===== src/rtl/instr_encoder_loader.sv =====
// Encodes RV32I instruction-field requests into 32-bit words and writes them
// to instruction memory at consecutive word addresses, one session at a time.
module instr_encoder_loader #(
   parameter int DEPTH = 256,
   parameter int CNT_W = 9
) (
   input  logic             clk,
   input  logic             rst,
   input  logic             start,
   input  logic [31:0]      base_addr,
   input  logic             stop,
   input  logic             in_valid,
   output logic             in_ready,
   input  logic [3:0]       fmt,
   input  logic [4:0]       rd,
   input  logic [4:0]       rs1,
   input  logic [4:0]       rs2,
   input  logic [2:0]       funct3,
   input  logic             funct7b5,
   input  logic [31:0]      imm,
   output logic             mem_we,
   output logic [31:0]      mem_addr,
   output logic [31:0]      mem_wdata,
   input  logic             mem_ack,
   output logic [CNT_W-1:0] count,
   output logic             done,
   output logic             err,
   output logic [1:0]       dbg_state
);

   typedef enum logic [1:0] {
      IDLE   = 2'd0,
      ACCEPT = 2'd1,
      WRITE  = 2'd2,
      DONE   = 2'd3
   } state_t;

   localparam logic [6:0] OP_R      = 7'b0110011;
   localparam logic [6:0] OP_IARITH = 7'b0010011;
   localparam logic [6:0] OP_LOAD   = 7'b0000011;
   localparam logic [6:0] OP_STORE  = 7'b0100011;
   localparam logic [6:0] OP_BRANCH = 7'b1100011;
   localparam logic [6:0] OP_JAL    = 7'b1101111;
   localparam logic [6:0] OP_JALR   = 7'b1100111;
   localparam logic [6:0] OP_LUI    = 7'b0110111;
   localparam logic [6:0] OP_AUIPC  = 7'b0010111;
   localparam logic [6:0] OP_FENCE  = 7'b0001111;
   localparam logic [CNT_W-1:0] DEPTH_C = CNT_W'(DEPTH);

   state_t           state;
   logic [31:0]      enc_word;
   logic             fmt_ok;
   logic [CNT_W-1:0] count_inc;

   // Handshake: a request transfers on a rising edge where in_valid && in_ready;
   // in_valid may be held across cycles, and stop blocks in_ready combinationally.
   assign in_ready  = (state == ACCEPT) && !stop;
   assign count_inc = count + CNT_W'(1);
   assign dbg_state = state;

   always_comb begin
      enc_word = 32'd0;
      fmt_ok   = 1'b1;
      case (fmt)
         4'd0:  enc_word = {1'b0, funct7b5, 5'b00000, rs2, rs1, funct3, rd, OP_R};
         4'd1: begin
            // Shift-immediates carry funct7 in the upper bits and a 5-bit shamt.
            if (funct3 == 3'b001 || funct3 == 3'b101)
               enc_word = {1'b0, funct7b5, 5'b00000, imm[4:0], rs1, funct3, rd, OP_IARITH};
            else
               enc_word = {imm[11:0], rs1, funct3, rd, OP_IARITH};
         end
         4'd2:  enc_word = {imm[11:0], rs1, funct3, rd, OP_LOAD};
         4'd3:  enc_word = {imm[11:5], rs2, rs1, funct3, imm[4:0], OP_STORE};
         4'd4:  enc_word = {imm[12], imm[10:5], rs2, rs1, funct3, imm[4:1], imm[11], OP_BRANCH};
         4'd5:  enc_word = {imm[20], imm[10:1], imm[11], imm[19:12], rd, OP_JAL};
         4'd6:  enc_word = {imm[11:0], rs1, 3'b000, rd, OP_JALR};
         4'd7:  enc_word = {imm[31:12], rd, OP_LUI};
         4'd8:  enc_word = {imm[31:12], rd, OP_AUIPC};
         4'd9:  enc_word = imm[0] ? 32'h0010_0073 : 32'h0000_0073;
         4'd10: enc_word = {4'b0000, imm[7:0], 5'b00000, 3'b000, 5'b00000, OP_FENCE};
         default: fmt_ok = 1'b0;
      endcase
   end

   always_ff @(posedge clk) begin
      if (!rst) begin
         state     <= IDLE;
         mem_we    <= 1'b0;
         mem_addr  <= 32'd0;
         mem_wdata <= 32'd0;
         count     <= '0;
         done      <= 1'b0;
         err       <= 1'b0;
      end else begin
         case (state)
            IDLE, DONE: begin
               if (start) begin
                  state    <= ACCEPT;
                  mem_addr <= base_addr;
                  count    <= '0;
                  done     <= 1'b0;
                  err      <= 1'b0;
               end
            end
            ACCEPT: begin
               if (stop) begin
                  state <= DONE;
                  done  <= 1'b1;
               end else if (in_valid) begin
                  if (fmt_ok) begin
                     mem_wdata <= enc_word;
                     mem_we    <= 1'b1;
                     state     <= WRITE;
                  end else begin
                     err <= 1'b1;
                  end
               end
            end
            WRITE: begin
               if (mem_ack) begin
                  mem_we   <= 1'b0;
                  mem_addr <= mem_addr + 32'd4;
                  count    <= count_inc;
                  if (count_inc == DEPTH_C) begin
                     state <= DONE;
                     done  <= 1'b1;
                  end else begin
                     state <= ACCEPT;
                  end
               end
            end
            default: state <= IDLE;
         endcase
      end
   end

endmodule


===== config.mk =====
export PLATFORM = sky130hd
export DESIGN_NAME = instr_encoder_loader
export DESIGN_NICKNAME = d
export VERILOG_FILES = /design/src/rtl/instr_encoder_loader.sv
export SDC_FILE = /design/constraint.sdc
export NUM_CORES = 1
export LEC_CHECK = 0
export ABC_AREA = 0
export ABC_CLOCK_PERIOD_IN_PS = 3400
export CAP_MARGIN = 10
export CORE_AREA = 2 2 113 115
export CTS_BUF_LIST = sky130_fd_sc_hd__clkbuf_8
export CTS_CLUSTER_DIAMETER = 200
export DETAILED_ROUTE_END_ITERATION = 8
export DIE_AREA = 0 0 115 117
export PLACE_DENSITY_LB_ADDON = 0.05
export SLEW_MARGIN = 25
export SYNTH_ARGS = -nofsm -noshare
export SYNTH_HDL_FRONTEND = slang
export SYNTH_SLANG_ARGS = --single-unit
export TNS_END_PERCENT = 1

===== constraint.sdc =====
create_clock -name clk -period 3.4 [get_ports clk]
set_input_delay 0.85 -clock clk [delete_from_list [all_inputs] [get_ports clk]]
set_output_delay 0.85 -clock clk [all_outputs]
set_load 0.02 [all_outputs]

; ---- Yosys cells after proc, flatten, opt, wreduce, memory -nomap -nowiden
; Cells that the tools add are included.
; W data, S select, Z words.
[word_totals]
ff_bits = 78
latch_bits = 0
ram_bits = 0
rom_bits = 0
in_bits = 93
wordCells = 83
n_memories = 0
[classes]
addsub = 2
multipliers = 0
div = 0
n_lt_le_gt_ge = 0
eq_ne = 26
n_shift = 0
n_mux = 31
bitwise_logic = 1
reduce_logical = 16
[op_table]
columns = operator, count
row1 = $pmux W32 S11, 1
row2 = $mux W32, 3
row3 = $pmux W32 S2, 1
row4 = $add A32 B3 Y32 const B, 1
row5 = $mux W21, 1
row6 = $mux W9, 2
row7 = $pmux W9 S2, 1
row8 = $eq A4 B3 Y1 const B, 4
row9 = $ne A2 B2 Y1 const B, 8
row10 = $eq A4 B4 Y1 const B, 3
row11 = $mux W1, 12
row12 = $mux W2, 6
row13 = $reduce_and A4 Y1, 3
row14 = $reduce_or A11 Y1, 1
row15 = $reduce_and A5 Y1, 2
row16 = $add A9 B1 Y9 const B, 1
row17 = $eq A9 B9 Y1 const B, 1
row18 = $eq A4 B2 Y1 const B, 2
row19 = $ne A3 B3 Y1 const B, 2
row20 = $pmux W2 S3, 1
row21 = $reduce_bool A2 Y1, 3
row22 = $eq A2 B2 Y1 const B, 2
row23 = $eq A4 B1 Y1 const B, 1
row24 = $logic_not A4 Y1, 1
row25 = 12 further kinds, 13

; ---- Longest topological paths before layout
[depth]
depth_word = 7
mapped_depth = 10
ltp_nobuf = 7

; ---- Least setup slack after synthesis
; No wires, ideal clock.
[synth_path]
path_kind = input port to flip-flop
from = input start
to = register count[6]
setup_ps = 128
arrival_time_ps = 2109
path_slack_ps = 1164
cell_stages = 7
path_cell_list = clkbuf_1 -> nor2b_1 -> nor2_1 -> clkbuf_1 -> o21ai_0 -> a22oi_1 -> nor2_1
[synth_between]
elab_chain_len = 2
[synth_lines]
columns = element, line_no
row1 = from (decl), 9  ; input logic start,
row2 = $ne A2 B2 Y1 (no line), n/a
row3 = $reduce_and A3 Y1 (no line), n/a
row4 = to (signal assigned), 124  ; count <= count_inc;
row5 = to (decl), 25  ; output logic [CNT_W-1:0] count,
; No other way between the ends.
; A chain may end at the register's enable or synchronous reset.

; ---- Worst setup path in the final report
[layout_path]
from = input stop
to = output in_ready
[layout_between]
elab_chain_len = 2
[layout_lines]
columns = element, line_no
row1 = from (decl), 11  ; input logic stop,
row2 = $logic_not A1 Y1, 57  ; assign in_ready = (state == ACCEPT) && !stop;
row3 = $logic_and A1 B1 Y1, 57
row4 = to (decl), 13  ; output logic in_ready,
; No other way between the ends.

==> summary.txt <==
Run status
  • Status: complete, no violations

Clock tree
  • Clock sinks: 77
  • Clk Latency, worst-skew pair: 0.36 ns
  • CTS tree: yes
  • Reg clk slew, reported paths: 0.08 ns
  • Clock root cell: clkbuf_8
  • Clock Path Buffers: 2
  • Post-CTS Setup Inserts: 0
  • CTS resizes: 0
  • Hold buffer count at cts: 0
  • Total number of H-tree levels: 3
  • CTS buffer count: 9

Placed design
  • Pre-CTS WS: between 0.4 and 0.5 ns
  • IO Port Bufs: between 150 and 200
  • Placer Congestion: around 0.90
  • DP Wirelength: 12.09 mm

STA
  • Final Slew Violations: 0
  • Fin crit period: 2.956 ns
  • Slew HR: 52.52%
  • Worst-Margin Slew: 0.7069 ns
  • Skew final: 0.007935 ns
  • Final worst slack: 0.4439 ns
  • Setup TNS: 0 ns
  • Final setup viols: 0
  • Final Cycle Share: 86.95%
  • Max Clock Freq: about 340 MHz
  • Final Hold Violating Endpoints: 0
  • RSZ-0062 raised after global routing: no

GRT
  • Global-route wire length before repair: between 20 and 30 mm
  • Largest net degree at the start of global routing: 38
  • Tot GR Track Use: 24.20%
  • Vias in the first global route: 5229
  • Grt total ovfl: 0
  • Initial antenna violation count: 0

Job
  • Max-Cap Viols: 0

Die
  • Initial Util: 40.08%
  • Core area: roughly 0.012 sq mm
  • IO Pins: 172
  • Die W: ~120 um
  • FP Rows: 41
  • Die area: 0.01346 sq mm
  • Die H: 117 um

Yosys
  • Async set or reset register ratio after synthesis: 0%
  • Yosys top cell area share: between 30% and 40%
  • Synth area leaders: dfxtp_1, o21ai_0, mux2i_1, a21oi_1, a221oi_1
  • Post-synth top flop: dfxtp_1
  • Post-synth EDFFs: 0
  • Sequential fraction of the synthesis area: 31.24%
  • Synthesized net count: between 700 and 800
  • Cell taking the most area after synthesis: dfxtp_1
  • Synth Cell Area: slightly below 0.005 sq mm
  • Cells after synthesis: ~620
  • Flops & latches, synth: between 70 and 80
  • Synth cell types: 61
  • Syn. warnings: 0
  • Syn_area_per_cell: 7.908 sq um

Pwr
  • Seq pwr share: between 30% and 40%
  • Switching pwr: 0.001030 W
  • VDD IR max: about 0.00017 V
  • Design Power: roughly 0.0029 W
  • Pwr dens: 410.8 mW/mm^2
  • Sw Share: between 30% and 40%
  • Gate power share: 37.7%
  • Clk pwr share: 23.7%
  • P_leak: between 2 and 3 nW
  • Cell Int Power: 0.001840 W

Setup path
  • Setup CP Type: in2out
  • Most frequent CP cell: clkdlybuf4s50_1
  • CP Cell Sequence: clkdlybuf4s50_1 -> nor2_1 -> clkdlybuf4s50_1
  • Worst R2R Start: dbg_state[0]
  • CP max-delay cell: clkdlybuf4s50_1
  • Slowest stage delay, CP: 0.65 ns
  • Setup crit start: stop
  • Crit start category: input port
  • Worst EP arrival: about 2.1 ns
  • Crit end category: output port
  • Worst-path fanout max: 5
  • WP data required: 2.55 ns

Route
  • DRC errors left: 0
  • Routed Antenna Nets: 0
  • Routed len/inst: 17.74 um
  • Vias per cell: between 5 and 6
  • Via count: 5500
  • Post-Route WL: between 15 and 20 mm
  • TritonRoute pass-1 iters: 5
  • Initial drt markers: 353

Finish
  • Antenna cells: 0
  • Layout cells sized above 1: slightly below 7%
  • Number of nets in the layout: 873
  • Final core utilization: 56.75%
  • P&R area growth vs syn: 41.58%

Hold path
  • Hold WC Path Type: reg2reg
  • Hold path start: mem_addr[1]
-- cells in the final DEF, fill, tap and decap left out, types with 6 or more instances in the layout --
cell type | netlist | routed
dfxtp_1 | 77 | 77
a21oi_1 | 43 | 42
nand2b_1 | 6 | 6
nor2b_1 | 10 | 10
and3_1 | 14 | 14
nand3b_1 | 7 | 7
nand3_1 | 26 | 26
o21ai_0 | 54 | 54
mux2i_1 | 25 | 25
o221ai_1 | 11 | 11
and2_1 | 6 | 6
a21o_1 | 6 | 6
a32oi_1 | 7 | 7
nor3_1 | 18 | 18
nand2_1 | 40 | 40
nor2_1 | 51 | 51
a221oi_1 | 24 | 24
a211oi_1 | 12 | 12
xor2_1 | 8 | 8
inv_1 | 14 | 14
o211a_1 | 6 | 6
buf_4 | 1 | 22
a22oi_1 | 25 | 25
clkbuf_8 | 0 | 13
a311oi_1 | 7 | 7
clkdlybuf4s50_1 | 0 | 171
-- layer usage --
layer / vias to the layer above / GRT usage [%] / part of all wire (%)
met3: 28 / 4.686 / 6.1
met1: 2609 / 27.40 / 41
met2: 192 / 44.86 / 50
met5: - / 0 / 0
li1: 2671 / - / -
met4: 0 / 9.398 / 2.1
-- flip-flops by register name, summed over array words and instances, names as in the netlist --
signal and flops:
count 9, dbg_state 2, done 1, err 1, mem_addr 32, mem_wdata 31, mem_we 1
-- worst max-delay path, delay by kind of cell --
family	cells	cell delay, ns
buffers and inverters	2	1.11
and+or+nand+nor	1	0.14
-- layout make-up --
cell class,instances,area (sq um)
repair buffers,193,1877
flip-flops and latches,77,1541
inverters,15,56.30
clock buffers,13,178.9
well taps,150,187.7
fillers,1160,5325
multi-input cells,479,3141
clock inverters,1,5.005
-- path summary, 6_finish.rpt --
path,end,slack [ns],depth (start not counted)
worst min-delay path,mem_addr[1],0.46,2
worst max register to register,mem_addr[4],0.85,7
worst min register to register,mem_addr[1],0.46,2
worst max-delay path,in_ready,0.44,3
-- synth_stat cells (3+ instances only) --
library cell / count
dfxtp_1: 77
o21ai_0: 54
nor2_1: 51
a21oi_1: 43
clkbuf_1: 42
nand2_1: 40
nand3_1: 26
a22oi_1: 25
mux2i_1: 25
a221oi_1: 24
nor3_1: 18
and3_1: 14
inv_1: 14
a211oi_1: 12
o221ai_1: 11
nor2b_1: 10
xor2_1: 8
a311oi_1: 7
a32oi_1: 7
nand3b_1: 7
a21o_1: 6
and2_1: 6
buf_1: 6
nand2b_1: 6
o211a_1: 6
ha_1: 5
nand4_1: 5
nor4_1: 5
o22ai_1: 5
a31oi_1: 4
mux2_2: 4
xnor2_1: 4
a2111oi_0: 3
a21boi_0: 3
a32o_1: 3
buf_2: 3
nor3b_1: 3
o31a_1: 3
or2_2: 3
-- cell families after synthesis --
group / after synthesis / share of synthesized area, %
AOI/OAI and AO/OA: 229 / 32.13
DFF: 77 / 31.24
xor gates and xnor gates: 12 / 2.130
and+or+nand+nor: 204 / 21.91
muxes: 29 / 5.984
adders and majority gates: 5 / 1.268
buffers and inverters: 68 / 5.350
-- power groups by stage --
stage	combinational [W]	sequential, W	clock, W
floorplan	0.000496	0.00122	0
global placement	0.00106	0.00113	0
detailed placement	0.00108	0.00113	0
CTS	0.00109	0.00111	0.000697
global route	0.00117	0.00112	0.000734
finish	0.00108	0.00111	0.000679
-- per-stage QoR --
step                      cell area [sq um]  hold slack [ns]  instances
after CTS                              6987           0.4658        928
after floorplan                        4935           0.5291        624
after global placement                 6803           0.4451        914
after global routing                   6987           0.4905        928
final                                  6987           0.4628        928
after detailed placement               6803           0.4546        914
No activity file was read; power rests on OpenSTA's default activity.
